==> config.mk <==
export PLATFORM = sky130hd
export DESIGN_NAME = sound_mixer
export DESIGN_NICKNAME = d
export VERILOG_FILES = /design/src/rtl/sound_mixer.sv
export SDC_FILE = /design/constraint.sdc
export NUM_CORES = 1
export LEC_CHECK = 0
export ABC_AREA = 1
export BUFFER_PORTS_ARGS = -buffer_cell sky130_fd_sc_hd__buf_2
export CORE_AREA = 3 3 159 192
export DETAILED_ROUTE_END_ITERATION = 16
export DIE_AREA = 0 0 162 195
export PLACE_DENSITY = 0.67
export SKIP_CTS_REPAIR_TIMING = 1
export SLEW_MARGIN = 20
export SYNTH_ARGS = -nofsm -noshare
export SYNTH_HDL_FRONTEND = slang
export SYNTH_SLANG_ARGS = --single-unit
==> constraint.sdc <==
create_clock -name clk -period 8.5 [get_ports clk]
set_clock_uncertainty 0.15 [all_clocks]
set_input_delay 1.7 -clock clk [delete_from_list [all_inputs] [get_ports clk]]
set_output_delay 1.7 -clock clk [all_outputs]
set_load 0.1 [all_outputs]
==> src/rtl/sound_mixer.sv <==
// sound_mixer: N-channel PSG/FM sample mixer.
// On each sample strobe the channel samples, enables and gains are
// snapshotted, then one channel per clock is multiplied by its gain and
// accumulated. The result is scaled back by the unity gain, saturated to
// OUT_W bits and presented with a one-cycle valid pulse and a clip flag.
//
// Ports:
//   clk, rst_n   system clock, asynchronous active-low reset
//   sample_stb   start mixing one sample (single-cycle pulse)
//   ch_in        packed signed samples, channel i at [i*IN_W +: IN_W]
//   ch_en        per-channel enable mask
//   cfg_we       gain register write strobe
//   cfg_addr     gain register index (out-of-range writes ignored)
//   cfg_data     gain value, unity = 2^(GAIN_W-1)
//   sound        registered signed mixed sample (holds between samples)
//   sound_valid  one-cycle pulse when sound updates
//   clip         saturation occurred in the current sample
//   busy         accumulation in progress
//   overrun      sample_stb arrived while not idle and was dropped
//
// state | meaning
// IDLE  | waiting for sample_stb
// ACCUM | one channel multiply-accumulated per clock
// OUT   | sound/clip/sound_valid presented for one cycle
module sound_mixer #(
    parameter int CHANNELS = 4,
    parameter int IN_W     = 16,
    parameter int GAIN_W   = 8,
    parameter int OUT_W    = 16,
    localparam int AW      = (CHANNELS > 1) ? $clog2(CHANNELS) : 1
) (
    input  logic                     clk,
    input  logic                     rst_n,
    input  logic                     sample_stb,
    input  logic [CHANNELS*IN_W-1:0] ch_in,
    input  logic [CHANNELS-1:0]      ch_en,
    input  logic                     cfg_we,
    input  logic [AW-1:0]            cfg_addr,
    input  logic [GAIN_W-1:0]        cfg_data,
    output logic [OUT_W-1:0]         sound,
    output logic                     sound_valid,
    output logic                     clip,
    output logic                     busy,
    output logic                     overrun
);

    localparam int ACC_W  = IN_W + GAIN_W + $clog2(CHANNELS) + 1;
    localparam int PROD_W = IN_W + GAIN_W + 1;
    localparam logic [GAIN_W-1:0] GAIN_UNITY = {1'b1, {(GAIN_W-1){1'b0}}};
    localparam logic [AW-1:0] LAST_IDX = AW'(CHANNELS - 1);
    localparam logic signed [ACC_W-1:0] SAT_MAX = ACC_W'((longint'(1) <<< (OUT_W - 1)) - 1);
    localparam logic signed [ACC_W-1:0] SAT_MIN = ~SAT_MAX;

    typedef enum logic [1:0] {IDLE, ACCUM, OUT} state_t;

    state_t                    state;
    logic [AW-1:0]             idx;
    logic signed [ACC_W-1:0]   acc;
    logic                      busy_r;
    logic [GAIN_W-1:0]         gain   [CHANNELS];
    logic [GAIN_W-1:0]         gain_s [CHANNELS];
    logic signed [IN_W-1:0]    in_s   [CHANNELS];
    logic [CHANNELS-1:0]       en_s;

    logic signed [PROD_W-1:0]  in_x;
    logic signed [PROD_W-1:0]  gain_x;
    logic signed [PROD_W-1:0]  prod;
    logic signed [ACC_W-1:0]   term;
    logic signed [ACC_W-1:0]   acc_sum;
    logic signed [ACC_W-1:0]   scaled;
    logic [OUT_W-1:0]          sat_val;
    logic                      sat_clip;

    // Gain registers: writable in any state; the running sample uses its own snapshot.
    always_ff @(posedge clk or negedge rst_n) begin
        if (!rst_n) begin
            for (int i = 0; i < CHANNELS; i++) gain[i] <= GAIN_UNITY;
        end else if (cfg_we && (32'(cfg_addr) < CHANNELS)) begin
            gain[cfg_addr] <= cfg_data;
        end
    end

    // Signed sample times zero-extended gain; both operands widened to the
    // product width so the multiply itself is exact.
    always_comb begin
        in_x    = PROD_W'(in_s[idx]);
        gain_x  = $signed({{(PROD_W-GAIN_W){1'b0}}, gain_s[idx]});
        prod    = in_x * gain_x;
        term    = en_s[idx] ? ACC_W'(prod) : '0;
        acc_sum = acc + term;
        scaled  = acc_sum >>> (GAIN_W - 1);
        sat_val  = scaled[OUT_W-1:0];
        sat_clip = 1'b0;
        if (scaled > SAT_MAX) begin
            sat_val  = SAT_MAX[OUT_W-1:0];
            sat_clip = 1'b1;
        end else if (scaled < SAT_MIN) begin
            sat_val  = SAT_MIN[OUT_W-1:0];
            sat_clip = 1'b1;
        end
    end

    // Output is registered on the last ACCUM cycle so it is visible
    // during OUT, giving valid CHANNELS+1 cycles after the strobe.
    always_ff @(posedge clk or negedge rst_n) begin
        if (!rst_n) begin
            state       <= IDLE;
            idx         <= '0;
            acc         <= '0;
            busy_r      <= 1'b0;
            en_s        <= '0;
            sound       <= '0;
            sound_valid <= 1'b0;
            clip        <= 1'b0;
            for (int i = 0; i < CHANNELS; i++) begin
                gain_s[i] <= GAIN_UNITY;
                in_s[i]   <= '0;
            end
        end else begin
            case (state)
                IDLE: begin
                    sound_valid <= 1'b0;
                    if (sample_stb) begin
                        for (int i = 0; i < CHANNELS; i++) begin
                            gain_s[i] <= gain[i];
                            in_s[i]   <= ch_in[i*IN_W +: IN_W];
                        end
                        en_s   <= ch_en;
                        acc    <= '0;
                        idx    <= '0;
                        busy_r <= 1'b1;
                        state  <= ACCUM;
                    end
                end
                ACCUM: begin
                    acc <= acc_sum;
                    if (idx == LAST_IDX) begin
                        sound       <= sat_val;
                        clip        <= sat_clip;
                        sound_valid <= 1'b1;
                        busy_r      <= 1'b0;
                        state       <= OUT;
                    end else begin
                        idx <= idx + 1'b1;
                    end
                end
                OUT: begin
                    sound_valid <= 1'b0;
                    state       <= IDLE;
                end
                default: begin
                    sound_valid <= 1'b0;
                    busy_r      <= 1'b0;
                    state       <= IDLE;
                end
            endcase
        end
    end

    assign busy    = busy_r;
    assign overrun = sample_stb && (state != IDLE);

endmodule

### Word level (Yosys, flattened, before mapping)

Index checks and enable logic that the tools add are counted.

| storage, ports and cells | value |
|---|---|
| register bits after elaboration | 182 |
| bits of input ports | 82 |
| output and inout bits | 20 |

| cells by class | value |
|---|---|
| add/subtract/negate cells | 2 |
| multiply operators | 1 |
| $lt $le $gt $ge | 6 |
| eq/ne operators | 6 |
| multiplexer cells | 29 |
| bitwise gates (word level) | 3 |
| reductions and logical operators | 11 |

Operator list:

| operator | count |
|---|---|
| 16-bit two-way mux | 4 |
| 27-bit two-way mux | 2 |
| 27-bit case mux with 2 select lines | 1 |
| 16-bit binary-select mux with 2-bit select | 1 |
| 32-bit bitwise mux | 1 |
| 27-bit adder | 1 |
| 16-bit by 9-bit multiplier with 25-bit output | 1 |
| 8-bit two-way mux | 3 |
| 20-bit by 16-bit greater-than comparator with 1-bit output, second input constant | 1 |
| 20-bit by 16-bit < comparator with 1-bit output, second input constant | 1 |
| 8-bit binary-select mux with 2-bit select | 1 |
| 8-bit demux with 2-bit select | 1 |
| 2-bit two-way mux | 4 |
| 2-bit case mux with 2 select lines | 2 |
| 2-bit AND reduction | 4 |
| 1-bit two-way mux | 7 |
| 3-bit greater-or-equal comparator, second input constant | 2 |
| 2-bit != test, second input constant | 3 |
| 2-bit inverter with 3-bit output | 2 |
| 3-bit AND reduction | 2 |
| 2-bit equality test, second input constant | 2 |
| 2-bit nonzero test | 2 |
| 2-bit by 3-bit < comparator with 1-bit output, second input constant | 1 |
| 3-bit by 1-bit < comparator with 1-bit output, second input constant | 1 |
| 7 further kinds | 8 |

### Logic depth before layout (Yosys ltp)

| logic depth | value |
|---|---|
| word-level depth | 10 |
| gate-level depth with buffers | 46 |

### Worst setup path before layout

No wires, ideal clock.

| timing path | value |
|---|---|
| kind | register to register |
| start | reg idx[1] |
| end | reg sound[8] |
| library setup time | 0.120 ns |
| arrival time | 6.858 ns |
| data required time | 8.230 ns |
| setup slack | 1.373 ns |
| stages on the path, launching flop included | 42 |
| period minus slack after synthesis | 7.127 ns |
| cells stage by stage | dfrtp_1 -> inv_1 -> clkbuf_1 -> buf_2 -> a21oi_1 -> a32oi_1 -> buf_2 -> nand2_1 -> fa_1 -> inv_1 -> fa_1 -> fa_1 -> inv_1 -> fa_1 -> inv_1 -> ha_1 -> a21oi_1 -> o21ai_1 -> (+6 left out) -> nor3b_1 -> ha_1 -> nand2_1 -> inv_1 -> nand2_1 -> nand3_1 -> o21bai_1 -> nand3_1 -> nand2_1 -> a21oi_4 -> inv_1 -> nand2_4 -> nand3_4 -> buf_12 -> nand2_2 -> nand2_1 -> nand2_1 -> nand2_1 |

| on the way | value |
|---|---|
| word-level cells in the longest chain between the ends | 10 |
| elaborated cells between the ends (all ways) | 18 |
| those cells by class | add/sub (1); mul (1); order compare (2); eq/ne (1); mux (11); bitwise (1); reduce/logical (1) |

Ends and longest elaborated chain:

| what | RTL line | RTL |
|---|---|---|
| start: declaration | 57 | `logic [AW-1:0] idx;` |
| start signal: assignment | 144 | `idx <= idx + 1'b1;` |
| 2-bit inverter with 3-bit output (implied by the code) | 86, 87 |  |
| 16-bit binary-select mux with 2-bit select / 8-bit binary-select mux with 2-bit select (equally long branches) | 86, 87 |  |
| 16-bit two-way mux (implied by the code) / 8-bit two-way mux (equally long branches) (2 in series) | 86, 87 |  |
| 16-bit by 9-bit multiplier with 25-bit output | 88 | `prod = in_x * gain_x;` |
| 27-bit two-way mux | 89 | `term = en_s[idx] ? ACC_W'(prod) : '0;` |
| 27-bit adder | 90 | `acc_sum = acc + term;` |
| 20-bit by 16-bit < comparator with 1-bit output | 97 | `end else if (scaled < SAT_MIN) begin` |
| 16-bit two-way mux | 97 |  |
| 16-bit two-way mux | 94 | `if (scaled > SAT_MAX) begin` |
| end signal: assignment | 138 | `sound <= sat_val;` |
| end: declaration | 40 | `output logic [OUT_W-1:0] sound,` |

Parallel ways exist; a longest one is shown, timed or not. The select of a mux whose other input is x is not followed.
A chain may end at the register's enable or synchronous reset.

### Final worst setup path

Ends and elaborated chain as after synthesis.

==> summary.txt <==
Route
  • Pre-antenna DRT Iters: 5
  • # DRC: 0
  • Vias: 12,100
  • Uppermost layer routed: met4
  • Post-detailed-routing wire length: 35,200 microns
  • Post-DR vias/cell: 5.05
  • Met1 wire length: 15,600 microns
  • DR iter-0 viols: 813
  • Antenna Violating Nets Remaining: 0
  • Met2 wire length: 17,600 microns
  • Metal3 WL: 1140 microns
  • Routed WL per cell: 14.7 microns

Setup path
  • Crit path required time: 8.68 ns
  • Critical Setup Path Class: reg -> reg
  • Critical Path End Type: flop
  • WP data arrival: 7.93 ns
  • CP max-delay cell: fa_1
  • Worst path max stage delay: 0.53 ns
  • Startpoint types: flop
  • CP max FO: 43
  • R2R Setup Slk: 0.76 ns
  • Most common cell on crit path: nand2_1
  • Reg2reg path depth: 38

Clock network
  • CTS max path bufs: 2
  • H-tree depth: 4
  • Clk slew on worst S/H paths: 0.08 ns
  • CTS tree: done
  • CTS Root Cell: clkbuf_16
  • # clock sinks: 182
  • Total CTS buffers: 17
  • Clock insertion delay at the later pin of the skew report: 0.44 ns

STA
  • Min Tclk post-route: 7.74 ns
  • # setup viols final: 0
  • Final Hold Fails: 0
  • Final Hold Slack: 0.320 ns
  • Setup tns final: 0 ns
  • RSZ-0062 raised after global routing: false
  • Final max-slew violation count: 0
  • Max transition margin: 37.1%
  • Fmax: 0.129 GHz
  • Fin crit share: 91.1%
  • Worst slew pin tran: 0.944 ns

Finish
  • Layout net count: 2,259
  • Final antenna diode count: 0
  • Final core occ: 55.4%
  • Layout cell share with drive strength beyond 1: 11.5%
  • Final non-filler cell total: 2,395
  • Fillcell total: 2,814
  • Area growth, synth to finish: 11.4%

Flow run
  • Max cap viols: 0

Yosys
  • Synth cell count leaders: 739 x nand2_1, 296 x inv_1, 174 x dfrtp_1
  • Most frequent cell after synthesis: nand2_1
  • Syn nets: 2,177
  • Xor and xnor area share after synthesis: 1.47%
  • Synth cell types: 51
  • Compound-Gate Fraction of Synth Area: 8.54%
  • Mapped cell area: 14,300 sq um
  • Yosys warnings: 0
  • Syn_area_per_cell: 7.47 sq um
  • Post-synth EDFFs: 0
  • Synthesized instance count: 1,915
  • Top cell type's share of synthesized area: 30.5%
  • Fraction of the mapped netlist area in adder cells: 21.2%
  • Largest family of logic cells by synthesized area: simple AND/OR/NAND/NOR gates
  • Mux contribution to synthesized area: 0%
  • Top FF cell, synth: dfrtp_1
  • Post-synthesis simple-gate area fraction: 27.2%
  • Largest area contributor in the synthesized netlist: dfrtp_1
  • Ys async rst share: 100%
  • Top cells by area, synth: dfrtp_1 30%, nand2_1 19%, fa_1 14%, inv_1 7.8%, ha_1 6.7%
  • #FFs+latches synth: 182
  • Register area share after synthesis: 31.9%

Global routing
  • Tot GR Track Use: 23.3%
  • Initial antenna violation count: 0
  • Vias in the first global route: 12,600
  • Largest net degree at the start of global routing: 103
  • Total grt overflow: 0
  • Global-route wire length before repair: 60,200 microns

Hold path
  • Hold Path Class: reg -> reg
  • Hold path depth: 2

Floorplanning
  • I/O pin count: 102
  • DIE AREA: 31,600 sq um
  • Core Box Area: 28,800 sq um
  • Rows: 68
  • Initial Utilization: 49.7%
  • Die Wd: 162 microns
  • Die Height: 195 microns

Placement
  • Placed Instances: 2,361
  • DPL Wire Length: 27,000 microns
  • GP Congestion: 0.956
  • Port Buf Inserts: 101

Outcome
  • Outcome: finished clean
==> cell type report <==
type	instances	area [sq um]	area share, %
Timing Repair Buffer	120	671	4.21
Inverter	303	1150	7.23
Clock buffer	18	439	2.76
Multi-Input combinational cell	1373	8440	53.0
Tap cell	385	482	3.03
Clock inverter	14	176	1.11
Sequential cell	182	4560	28.7
==> per-stage QoR <==
stage | worst slack, ns | area [sq um]
after floorplan | 1.37 | 14300
after global placement | 0.506 | 15200
after detailed placement | 0.387 | 15200
after CTS | 0.367 | 15800
after global routing | 0.0000799 | 15900
final | 0.756 | 15900
==> layer usage <==
metal / global-route usage (%) / vias to the layer above
li1: - / 6025
met1: 30.3 / 5767
met2: 40.6 / 238
met3: 2.95 / 57
met4: 6.98 / 0
met5: 0 / -
==> final timing paths <==
check / end / startpoint
worst max-delay path: sound[8] / idx[1]
worst min-delay path: gain_s[7] / gain[7]
worst max register to register: sound[8] / idx[1]
worst min register to register: gain_s[7] / gain[7]
max in group asynchronous: in_s[44] / rst_n
min in group asynchronous: gain[28] / rst_n
==> cells by family (layout without fill, tap and decap cells) <==
family / after synthesis / in the layout
flip-flops: 182 / 182
AND/OR/NAND/NOR: 967 / 967
AO/OA/AOI/OAI: 202 / 202
adder cells (fa/ha/maj): 180 / 180
buffers and inverters: 360 / 455
XOR/XNOR: 24 / 24
==> critical path: cells and delay by family (launching register included) <==
kind	cells	cell delay, ns
flops	1	0.42
compound gates	11	2.05
buf+inv	7	0.97
simple gates	14	1.35
fa+ha+maj	6	2.68
==> cell usage in the layout, fill, tap and decap left out, drive strengths merged, types with 4 or more instances in the layout <==
cell type  synthesis  routed
buf               12     120
fa               103     103
o22ai              4       4
a22o               7       7
xnor2             13      13
nand3             41      41
o21ai             85      85
xor2              11      11
o21bai             4       4
nand4              9       9
dfstp              8       8
nor2             140     140
a21oi             69      69
inv              302     309
a32oi             21      21
ha                77      77
nor3               8       8
nand2            760     760
dfrtp            174     174
clkbuf            45      18
or2                6       6
==> registers in the layout, summed over array words and instances, names as in the netlist <==
name and cells:
acc 27, busy 1, clip 1, en_s 4, gain 32, gain_s 32, idx 2, in_s 64
sound 16, sound_valid 1, state 2
Power is not shown: default switching activity piles up to over one toggle a cycle in this logic, so the estimate is an artifact.
